### config.mk
export PLATFORM = sky130hd
export DESIGN_NAME = uart_cmd_wrapper
export DESIGN_NICKNAME = d
export VERILOG_FILES = /design/src/rtl/uart_cmd_pkg.sv /design/src/rtl/uart_byte.sv /design/src/rtl/uart_cmd_wrapper.sv
export SDC_FILE = /design/constraint.sdc
export NUM_CORES = 1
export LEC_CHECK = 0
export CORE_UTILIZATION = 59
export CTS_CLUSTER_SIZE = 14
export DETAILED_ROUTE_END_ITERATION = 10
export PLACE_DENSITY = 0.81
export SLEW_MARGIN = 15
export SYNTH_ARGS = -nofsm -noshare
export SYNTH_HDL_FRONTEND = slang
export SYNTH_HIERARCHICAL = 1
export SYNTH_SLANG_ARGS = --single-unit
### constraint.sdc
create_clock -name clk -period 4.5 [get_ports clk]
set_input_delay 0.9 -clock clk [delete_from_list [all_inputs] [get_ports clk]]
set_output_delay 0.9 -clock clk [all_outputs]
set_load 0.05 [all_outputs]
### src/rtl/uart_cmd_pkg.sv
// Shared types and constants for the UART command wrapper.
package uart_cmd_pkg;

  // Command assembly: waiting for the high byte, then the low byte
  typedef enum logic {WAIT_HI, WAIT_LO} asm_state_t;

  // Serial receiver and transmitter activity
  typedef enum logic {RX_IDLE, RX_BUSY} rx_state_t;
  typedef enum logic {TX_IDLE, TX_BUSY} tx_state_t;

  // Canonical response bytes
  localparam logic [7:0] POS_ACK = 8'hA5;
  localparam logic [7:0] NEG_ACK = 8'h5A;

endpackage

### src/rtl/uart_byte.sv
// Full-duplex 8N1 byte receiver/transmitter. The receiver and the transmitter
// share only the clock and reset, so both directions run independently.
module uart_byte
  import uart_cmd_pkg::*;
#(
  parameter int BAUD_DIV = 5208
) (
  input  logic       clk,
  input  logic       rst_n,
  input  logic       rx,
  output logic [7:0] rx_byte,
  output logic       rx_vld,
  output logic       rx_start,
  input  logic       trmt,
  input  logic [7:0] tx_data,
  output logic       tx,
  output logic       tx_done
);

  localparam int CW = $clog2(BAUD_DIV + 1);
  localparam logic [CW-1:0] HALF_M1 = CW'(BAUD_DIV / 2 - 1);
  localparam logic [CW-1:0] FULL_M1 = CW'(BAUD_DIV - 1);

  // ---------------- receiver ----------------
  logic            rx_s1, rx_s2, rx_prev;
  rx_state_t       rx_st, rx_nxt;
  logic [CW-1:0]   rx_cnt;
  logic [3:0]      rx_bit;
  logic [7:0]      rx_sh;
  logic            rx_fall, rx_samp;

  // Two-flop synchronizer plus one history flop for falling-edge detection
  always_ff @(posedge clk or negedge rst_n) begin
    if (!rst_n) begin
      rx_s1   <= 1'b1;
      rx_s2   <= 1'b1;
      rx_prev <= 1'b1;
    end else begin
      rx_s1   <= rx;
      rx_s2   <= rx_s1;
      rx_prev <= rx_s2;
    end
  end

  assign rx_fall  = rx_prev & ~rx_s2;
  assign rx_samp  = (rx_st == RX_BUSY) && (rx_cnt == '0);
  assign rx_start = (rx_st == RX_IDLE) && rx_fall;
  assign rx_vld   = rx_samp && (rx_bit == 4'd9);
  assign rx_byte  = rx_sh;

  // Receiver state register
  always_ff @(posedge clk or negedge rst_n) begin
    if (!rst_n) rx_st <= RX_IDLE;
    else        rx_st <= rx_nxt;
  end

  // Receiver next state: a high start sample is a false start
  always_comb begin
    rx_nxt = rx_st;
    case (rx_st)
      RX_IDLE: if (rx_fall) rx_nxt = RX_BUSY;
      RX_BUSY: if (rx_samp && ((rx_bit == 4'd0 && rx_s2) || rx_bit == 4'd9))
                 rx_nxt = RX_IDLE;
      default: rx_nxt = RX_IDLE;
    endcase
  end

  // Mid-bit sampling: first sample half a bit after the edge, then every bit
  always_ff @(posedge clk or negedge rst_n) begin
    if (!rst_n) begin
      rx_cnt <= '0;
      rx_bit <= '0;
      rx_sh  <= '0;
    end else if (rx_start) begin
      rx_cnt <= HALF_M1;
      rx_bit <= '0;
    end else if (rx_st == RX_BUSY) begin
      if (rx_samp) begin
        rx_cnt <= FULL_M1;
        rx_bit <= rx_bit + 4'd1;
        if (rx_bit >= 4'd1 && rx_bit <= 4'd8) rx_sh <= {rx_s2, rx_sh[7:1]};
      end else begin
        rx_cnt <= rx_cnt - 1'b1;
      end
    end
  end

  // ---------------- transmitter ----------------
  tx_state_t       tx_st, tx_nxt;
  logic [CW-1:0]   tx_cnt;
  logic [3:0]      tx_bit;
  logic [9:0]      tx_sh;
  logic            tx_go, tx_end;

  assign tx_go  = (tx_st == TX_IDLE) && trmt;
  assign tx_end = (tx_st == TX_BUSY) && (tx_cnt == '0) && (tx_bit == 4'd9);
  assign tx     = tx_sh[0];

  // Transmitter state register
  always_ff @(posedge clk or negedge rst_n) begin
    if (!rst_n) tx_st <= TX_IDLE;
    else        tx_st <= tx_nxt;
  end

  // Transmitter next state: trmt is only honoured while idle
  always_comb begin
    tx_nxt = tx_st;
    case (tx_st)
      TX_IDLE: if (trmt)   tx_nxt = TX_BUSY;
      TX_BUSY: if (tx_end) tx_nxt = TX_IDLE;
      default: tx_nxt = TX_IDLE;
    endcase
  end

  // Frame shifter; ones fill behind so the line idles high after the stop bit
  always_ff @(posedge clk or negedge rst_n) begin
    if (!rst_n) begin
      tx_cnt  <= '0;
      tx_bit  <= '0;
      tx_sh   <= '1;
      tx_done <= 1'b0;
    end else if (tx_go) begin
      tx_sh   <= {1'b1, tx_data, 1'b0};
      tx_cnt  <= FULL_M1;
      tx_bit  <= '0;
      tx_done <= 1'b0;
    end else if (tx_st == TX_BUSY) begin
      if (tx_cnt == '0) begin
        tx_sh  <= {1'b1, tx_sh[9:1]};
        tx_cnt <= FULL_M1;
        tx_bit <= tx_bit + 4'd1;
      end else begin
        tx_cnt <= tx_cnt - 1'b1;
      end
      if (tx_end) tx_done <= 1'b1;
    end
  end

endmodule

### src/rtl/uart_cmd_wrapper.sv
// Assembles two received bytes (high first) into a 16-bit command and sends
// single-byte responses. Define CMD_TIMEOUT_EN to abandon a half-received
// command after TIMEOUT_CYC idle cycles in WAIT_LO.
module uart_cmd_wrapper
  import uart_cmd_pkg::*;
#(
  parameter int BAUD_DIV    = 5208,
  parameter int TIMEOUT_CYC = 1_000_000
) (
  input  logic        clk,
  input  logic        rst_n,
  input  logic        RX,
  output logic        TX,
  output logic [15:0] cmd,
  output logic        cmd_rdy,
  input  logic        clr_cmd_rdy,
  input  logic        trmt,
  input  logic [7:0]  resp,
  output logic        tx_done
);

  asm_state_t st, nxt;
  logic [7:0] rx_byte;
  logic       byte_vld, rx_start, timeout;

  uart_byte #(.BAUD_DIV(BAUD_DIV)) u_byte (
    .clk      (clk),
    .rst_n    (rst_n),
    .rx       (RX),
    .rx_byte  (rx_byte),
    .rx_vld   (byte_vld),
    .rx_start (rx_start),
    .trmt     (trmt),
    .tx_data  (resp),
    .tx       (TX),
    .tx_done  (tx_done)
  );

`ifdef CMD_TIMEOUT_EN
  localparam int TW = $clog2(TIMEOUT_CYC + 1);
  logic [TW-1:0] to_cnt;

  // Idle-time counter, live only while a low byte is outstanding
  always_ff @(posedge clk or negedge rst_n) begin
    if (!rst_n)                      to_cnt <= '0;
    else if (st != WAIT_LO || byte_vld) to_cnt <= '0;
    else                             to_cnt <= to_cnt + 1'b1;
  end

  assign timeout = (st == WAIT_LO) && !byte_vld && (to_cnt == TW'(TIMEOUT_CYC - 1));
`else
  assign timeout = 1'b0;
`endif

  // Assembly state register
  always_ff @(posedge clk or negedge rst_n) begin
    if (!rst_n) st <= WAIT_HI;
    else        st <= nxt;
  end

  // Assembly next state; a timeout simply forgets the pending high byte
  always_comb begin
    nxt = st;
    case (st)
      WAIT_HI: if (byte_vld)            nxt = WAIT_LO;
      WAIT_LO: if (byte_vld || timeout) nxt = WAIT_HI;
      default: nxt = WAIT_HI;
    endcase
  end

  // Command register: high byte lands first, low byte completes it
  always_ff @(posedge clk or negedge rst_n) begin
    if (!rst_n) cmd <= '0;
    else if (byte_vld) begin
      if (st == WAIT_HI) cmd[15:8] <= rx_byte;
      else               cmd[7:0]  <= rx_byte;
    end
  end

  // Ready flag: set beats clear; a new command's start bit also clears it
  always_ff @(posedge clk or negedge rst_n) begin
    if (!rst_n)                                      cmd_rdy <= 1'b0;
    else if (byte_vld && st == WAIT_LO)              cmd_rdy <= 1'b1;
    else if (clr_cmd_rdy || (rx_start && st == WAIT_HI)) cmd_rdy <= 1'b0;
  end

endmodule

## Yosys cells after proc, flatten, opt, wreduce, memory -nomap -nowiden

Cells that the tools add are included.

- Register bits after elaboration: 76
- Word-level logic and storage cells: 87

- Reductions and logical operators: 28
- Bitwise gates (word level): 6
- Multiplexer cells: 29
- Eq/ne operators: 2
- Magnitude comparators: 2
- Add/subtract/negate cells: 4

Operator list:

| operator | number |
|---|---|
| $mux W13 | 6 |
| $mux W10 | 3 |
| $logic_not A13 Y1 | 2 |
| $sub A13 B1 Y13 const B | 2 |
| $mux W4 | 6 |
| $reduce_bool A2 Y1 | 6 |
| $logic_and A1 B1 Y1 | 11 |
| $mux W1 | 11 |
| $reduce_and A2 Y1 | 5 |
| $add A4 B1 Y4 const B | 2 |
| $eq A4 B4 Y1 const B | 2 |
| $pmux W1 S2 | 3 |
| $not A1 Y1 | 5 |
| $ge A4 B1 Y1 const B | 1 |
| $le A4 B4 Y1 const B | 1 |
| $logic_not A4 Y1 | 1 |
| $reduce_and A4 Y1 | 1 |
| $logic_or A1 B1 Y1 | 2 |
| $and A1 B1 Y1 | 1 |

## Logic depth before layout (Yosys ltp)

- Depth after elaboration: 7
- Depth in mapped cells: 9
- Mapped depth without buffers: 8

## Cells and area by module

Netlist, hierarchy kept.

By module, submodules not included:

| module | instances | cells each | sequential area each (µm²) | area an instance (µm²) |
|---|---|---|---|---|
| uart_byte | 1 | 276 | 1,441.4 | 2,846.5 |
| uart_cmd_wrapper | 1 | 43 | 450.4 | 764.5 |

## Worst setup path before layout

Ideal clock, no wire load.

- Path kind: register to register
- Start point: register u_byte.rx_cnt[0]
- End point: register cmd[0]
- Slack: 1.776 ns
- Data required time: 4.375 ns
- Buffers on the path: 1
- Clock period less this slack: 2.724 ns
- Cell stages (with the launch flop): 10
- Arrival: 2.598 ns
- Cells stage by stage: dfrtp_1 > inv_1 > ha_1 > nor3b_1 > nand2_1 > nor4_1 > nor3b_1 > ha_1 > buf_6 > mux2_4

- Longest elaborated chain between the ends: 4

RTL lines:

| element | RTL line | source |
|---|---|---|
| start: declaration | uart_byte.sv:27 | `logic [CW-1:0] rx_cnt;` |
| start signal: assignment | uart_byte.sv:83 | `rx_cnt <= rx_cnt - 1'b1;` |
| $logic_not A13 Y1 | uart_byte.sv:46 | `assign rx_samp = (rx_st == RX_BUSY) && (rx_cnt == '0);` |
| $logic_and A1 B1 Y1 | uart_byte.sv:46 |  |
| $logic_and A1 B1 Y1 | uart_byte.sv:48 | `assign rx_vld = rx_samp && (rx_bit == 4'd9);` |
| named net byte_vld | uart_cmd_wrapper.sv:24 | `logic byte_vld, rx_start, timeout;` |
| $reduce_and A2 Y1 (no source line) | n/a |  |
| end signal: assignment | uart_cmd_wrapper.sv:76 | `else cmd[7:0] <= rx_byte;` |
| end: declaration | uart_cmd_wrapper.sv:14 | `output logic [15:0] cmd,` |

The timed path passes the listed nets, and every way through them passes these cells.
A chain may end at the register's enable or synchronous reset.

## Final worst setup path

- Start point: register u_byte.rx_cnt[0]
- End point: register cmd[5]

The elaborated chain is that of the path after synthesis.

==> impl_metrics.py <==
metrics = {
    "clocking": {
        "clock_sinks": 75,
        "cts_setup_buffers": 0,
        "cts_tree": "built",
        "post_cts_resize_count": 0,
        "clk_latency_ns": 0.34,
        "root_buffer": "clkbuf_8",
        "htreeDepth": 3,
        "clockBufferDepth": 2,
        "cts.clk_slew.worst_paths_ns": 0.09,
        "ctsHoldBuffers": 0,
        "cts_made_buffers": 9,
    },
    "worst_setup_path": {
        "crit_buf_inv": 1,
        "cp.arrival_ns": 3.27,
        "cp_slowest_stage_delay_ns": 0.60,
        "required_ns": 4.73,
        "end_kind": "register",
        "path_cells": "inv_1 > ha_1 > nor3b_1 > nand2_1 > nor4_1 > nor3b_1 > ha_1 > mux2_4",
        "start_kind": "register",
        "critPathTopFamily": "simple AND/OR/NAND/NOR gates",
        "cp_max_fo": 9,
        "slowest_stage": "ha_1",
        "crit_type": "reg -> reg",
    },
    "power": {
        "max-vdd-ir-drop_uv": 261.0,
        "leakagePower_nw": 1.833,
        "p_per_area_nw_per_um2": 435.5,
    },
    "timing": {
        "clock_skew_ns": 0.01419,
        "slew_viol_final": 0,
        "setup-tns-final_ns": 0,
        "setup_viol": 0,
        "slew_headroom": 0.2892,
        "min_period_ns": 3.035,
        "fin_ws_ns": 1.465,
        "fin_crit_sh": 0.6743,
        "worst_slew_pin_slew_ns": 1.061,
        "report.final.hold_viol_count": 0,
        "rsz0062_at_grt": "false",
        "fmax_mhz": 329.5,
    },
    "synth": {
        "synth-adder-area-share": 0.03465,
        "synth_edf_count": 0,
        "synth_top_area_cell": "dfrtp_1",
        "yosysUniqueCellTypes": 54,
        "avgSynthCellArea_sq_um": 11.32,
        "ys_ff_latch": 75,
        "synth_flop_cell": "dfrtp_1",
        "synth_warnings": 6,
        "synthXorXnorAreaFrac": 0.01698,
        "synthTopCellsByArea": "dfrtp_1 44%, dfstp_2 8.7%, mux2_4 6.7%, ha_1 3.5%, mux2_2 2.8%",
        "syn_area_sq_um": 3611,
        "synth-compound-area-share": 0.1216,
        "synth_top_family_by_area": "simple AND/OR/NAND/NOR gates",
        "ys_seq_area_frac": 0.5239,
        "synth_top_area_frac": 0.4366,
        "synthesis.nets": 342,
        "synthSimpleGateAreaFrac": 0.1642,
        "synthMuxAreaShare": 0.1036,
        "syn-instance-count": 319,
        "async_flop_share": 1.000,
    },
    "global_routing": {
        "gr-max-usage-layer": "met2",
        "antenna_found_initial": 0,
        "grt_max_degree": 42,
        "grt_use_met1": 0.3206,
        "grt_overflow": 0,
        "grt_first_pass_wirelength_microns": 11710,
        "use_met2": 0.3821,
        "grt_util_all_layers": 0.2401,
        "met3_usage": 0.03409,
        "grt_pass1_vias": 2569,
    },
    "status": {
        "outcome": "finished, final reports clean",
    },
    "placed_design": {
        "port_buffers": 31,
        "post-dp-hpwl_microns": 4612,
        "post-place-ws_ns": 1.459,
        "routabilityCongestion": 0.8519,
    },
    "detailed_routing": {
        "drtPass1Iterations": 4,
        "drcViolationCount": 0,
        "vias_per_cell": 6.040,
        "postRouteAntennaNets": 0,
        "first_iter_violations": 98,
        "routed_wl_microns": 6974,
        "num_vias": 2597,
        "wl_per_cell_microns": 16.22,
    },
    "floorplan": {
        "coreArea_sq_um": 5921,
        "io_pins": 32,
        "dieWidth_microns": 80.23,
        "start_util": 0.6099,
        "die_area_sq_um": 6437,
        "rows": 28,
        "chipHeight_microns": 80.23,
    },
    "layout": {
        "area_growth_pct": 15.49,
        "drive_gt1_frac": 0.1831,
        "antenna_cells": 0,
        "nNetsFinal": 373,
        "final_util": 0.7044,
    },
    "min_path": {
        "hp-class": "reg -> reg",
    },
    "run": {
        "drv_cap": 0,
    },
}
## power by group
part / internal (mW) / switching [mW]
Sequential: 0.798 / 0.140
Combinational: 0.166 / 0.179
Clock: 0.266 / 0.267
Total: 1.23 / 0.586
## cell usage in the layout, fill, tap and decap left out, types with 10 or more instances in the layout
master,count
clkdlybuf4s50_1,30
dfstp_2,12
dfrtp_1,63
nand2_1,26
nor2_1,16
ha_1,10
mux2_4,16
inv_1,16
a21oi_1,13
## layer usage
metal	up-vias	part of all wire
li1	1220	-
met1	1300	0.45
met2	67	0.50
met3	10	0.034
met4	0	0.014
met5	-	0
## metrics by stage
step / area (sq um) / instances / hold slack (ns) / power [mW]
floorplan: 3611 / 319 / 0.3452 / 1.180
global placement: 3959 / 414 / 0.3621 / 1.266
detailed placement: 3959 / 414 / 0.3642 / 1.287
CTS: 4165 / 430 / 0.3788 / 1.825
global route: 4170 / 430 / 0.3822 / 1.924
finish: 4170 / 430 / 0.3724 / 1.816
## cells in the mapped netlist (all sizes together) (2+ instances only)
cell and instances:
dfrtp 63, mux2 27, nand2 26, inv 16, nor2 16, a21oi 13, dfstp 12, ha 10
clkbuf 9, nand3 9, a221o 8, and2 8, nor4 8, o21ai 8, nor3 7, a31oi 6
nand4 6, nand2b 5, nor3b 5, o31ai 5, or4 5, and3 4, buf 4, o211ai 4
xnor2 4, nor2b 3, xor2 3, a21boi 2, a32oi 2, and4 2, or2 2
## area by class of cell
type | instances | area [sq um]
Timing Repair Buffer | 33 | 320.3
Inverter | 16 | 60.06
Clock inverter | 7 | 82.58
Clock buffer | 9 | 123.9
Fill cell | 433 | 1750
Sequential cell | 75 | 1892
Multi-Input combinational cell | 215 | 1598
Tap cell | 75 | 93.84
## logic make-up (layout without fill, tap and decap cells)
logic type               Yosys count  count (layout)
AO/OA/AOI/OAI                     61              61
XOR/XNOR                           7               7
adder cells (fa/ha/maj)           10              10
buffers and inverters             29              65
flip-flops                        75              75
multiplexers                      28              28
AND/OR/NAND/NOR                  109             109
## registers in the layout (all words and copies together) (netlist names), 4 cells and up
| register | flops |
|---|---|
| cmd | 16 |
| u_byte/rx_bit | 4 |
| u_byte/tx_sh | 9 |
| u_byte/rx_cnt | 13 |
| u_byte/tx_cnt | 13 |
| u_byte/tx_bit | 4 |
| u_byte/rx_byte | 8 |
## worst paths after layout
kind                                        from         endpoint  slack [ns]  cells after the start
min in group asynchronous                  rst_n          cmd[10]        0.62                      1
worst max register to register  u_byte/rx_cnt[0]           cmd[5]        1.47                      8
worst min-delay path                u_byte/rx_s1     u_byte/rx_s2        0.37                      0
worst min register to register      u_byte/rx_s1     u_byte/rx_s2        0.37                      0
worst max-delay path            u_byte/rx_cnt[0]           cmd[5]        1.47                      8
max in group asynchronous                  rst_n  u_byte/tx_sh[3]        2.86                      2
(Power assumes the default switching activity.)
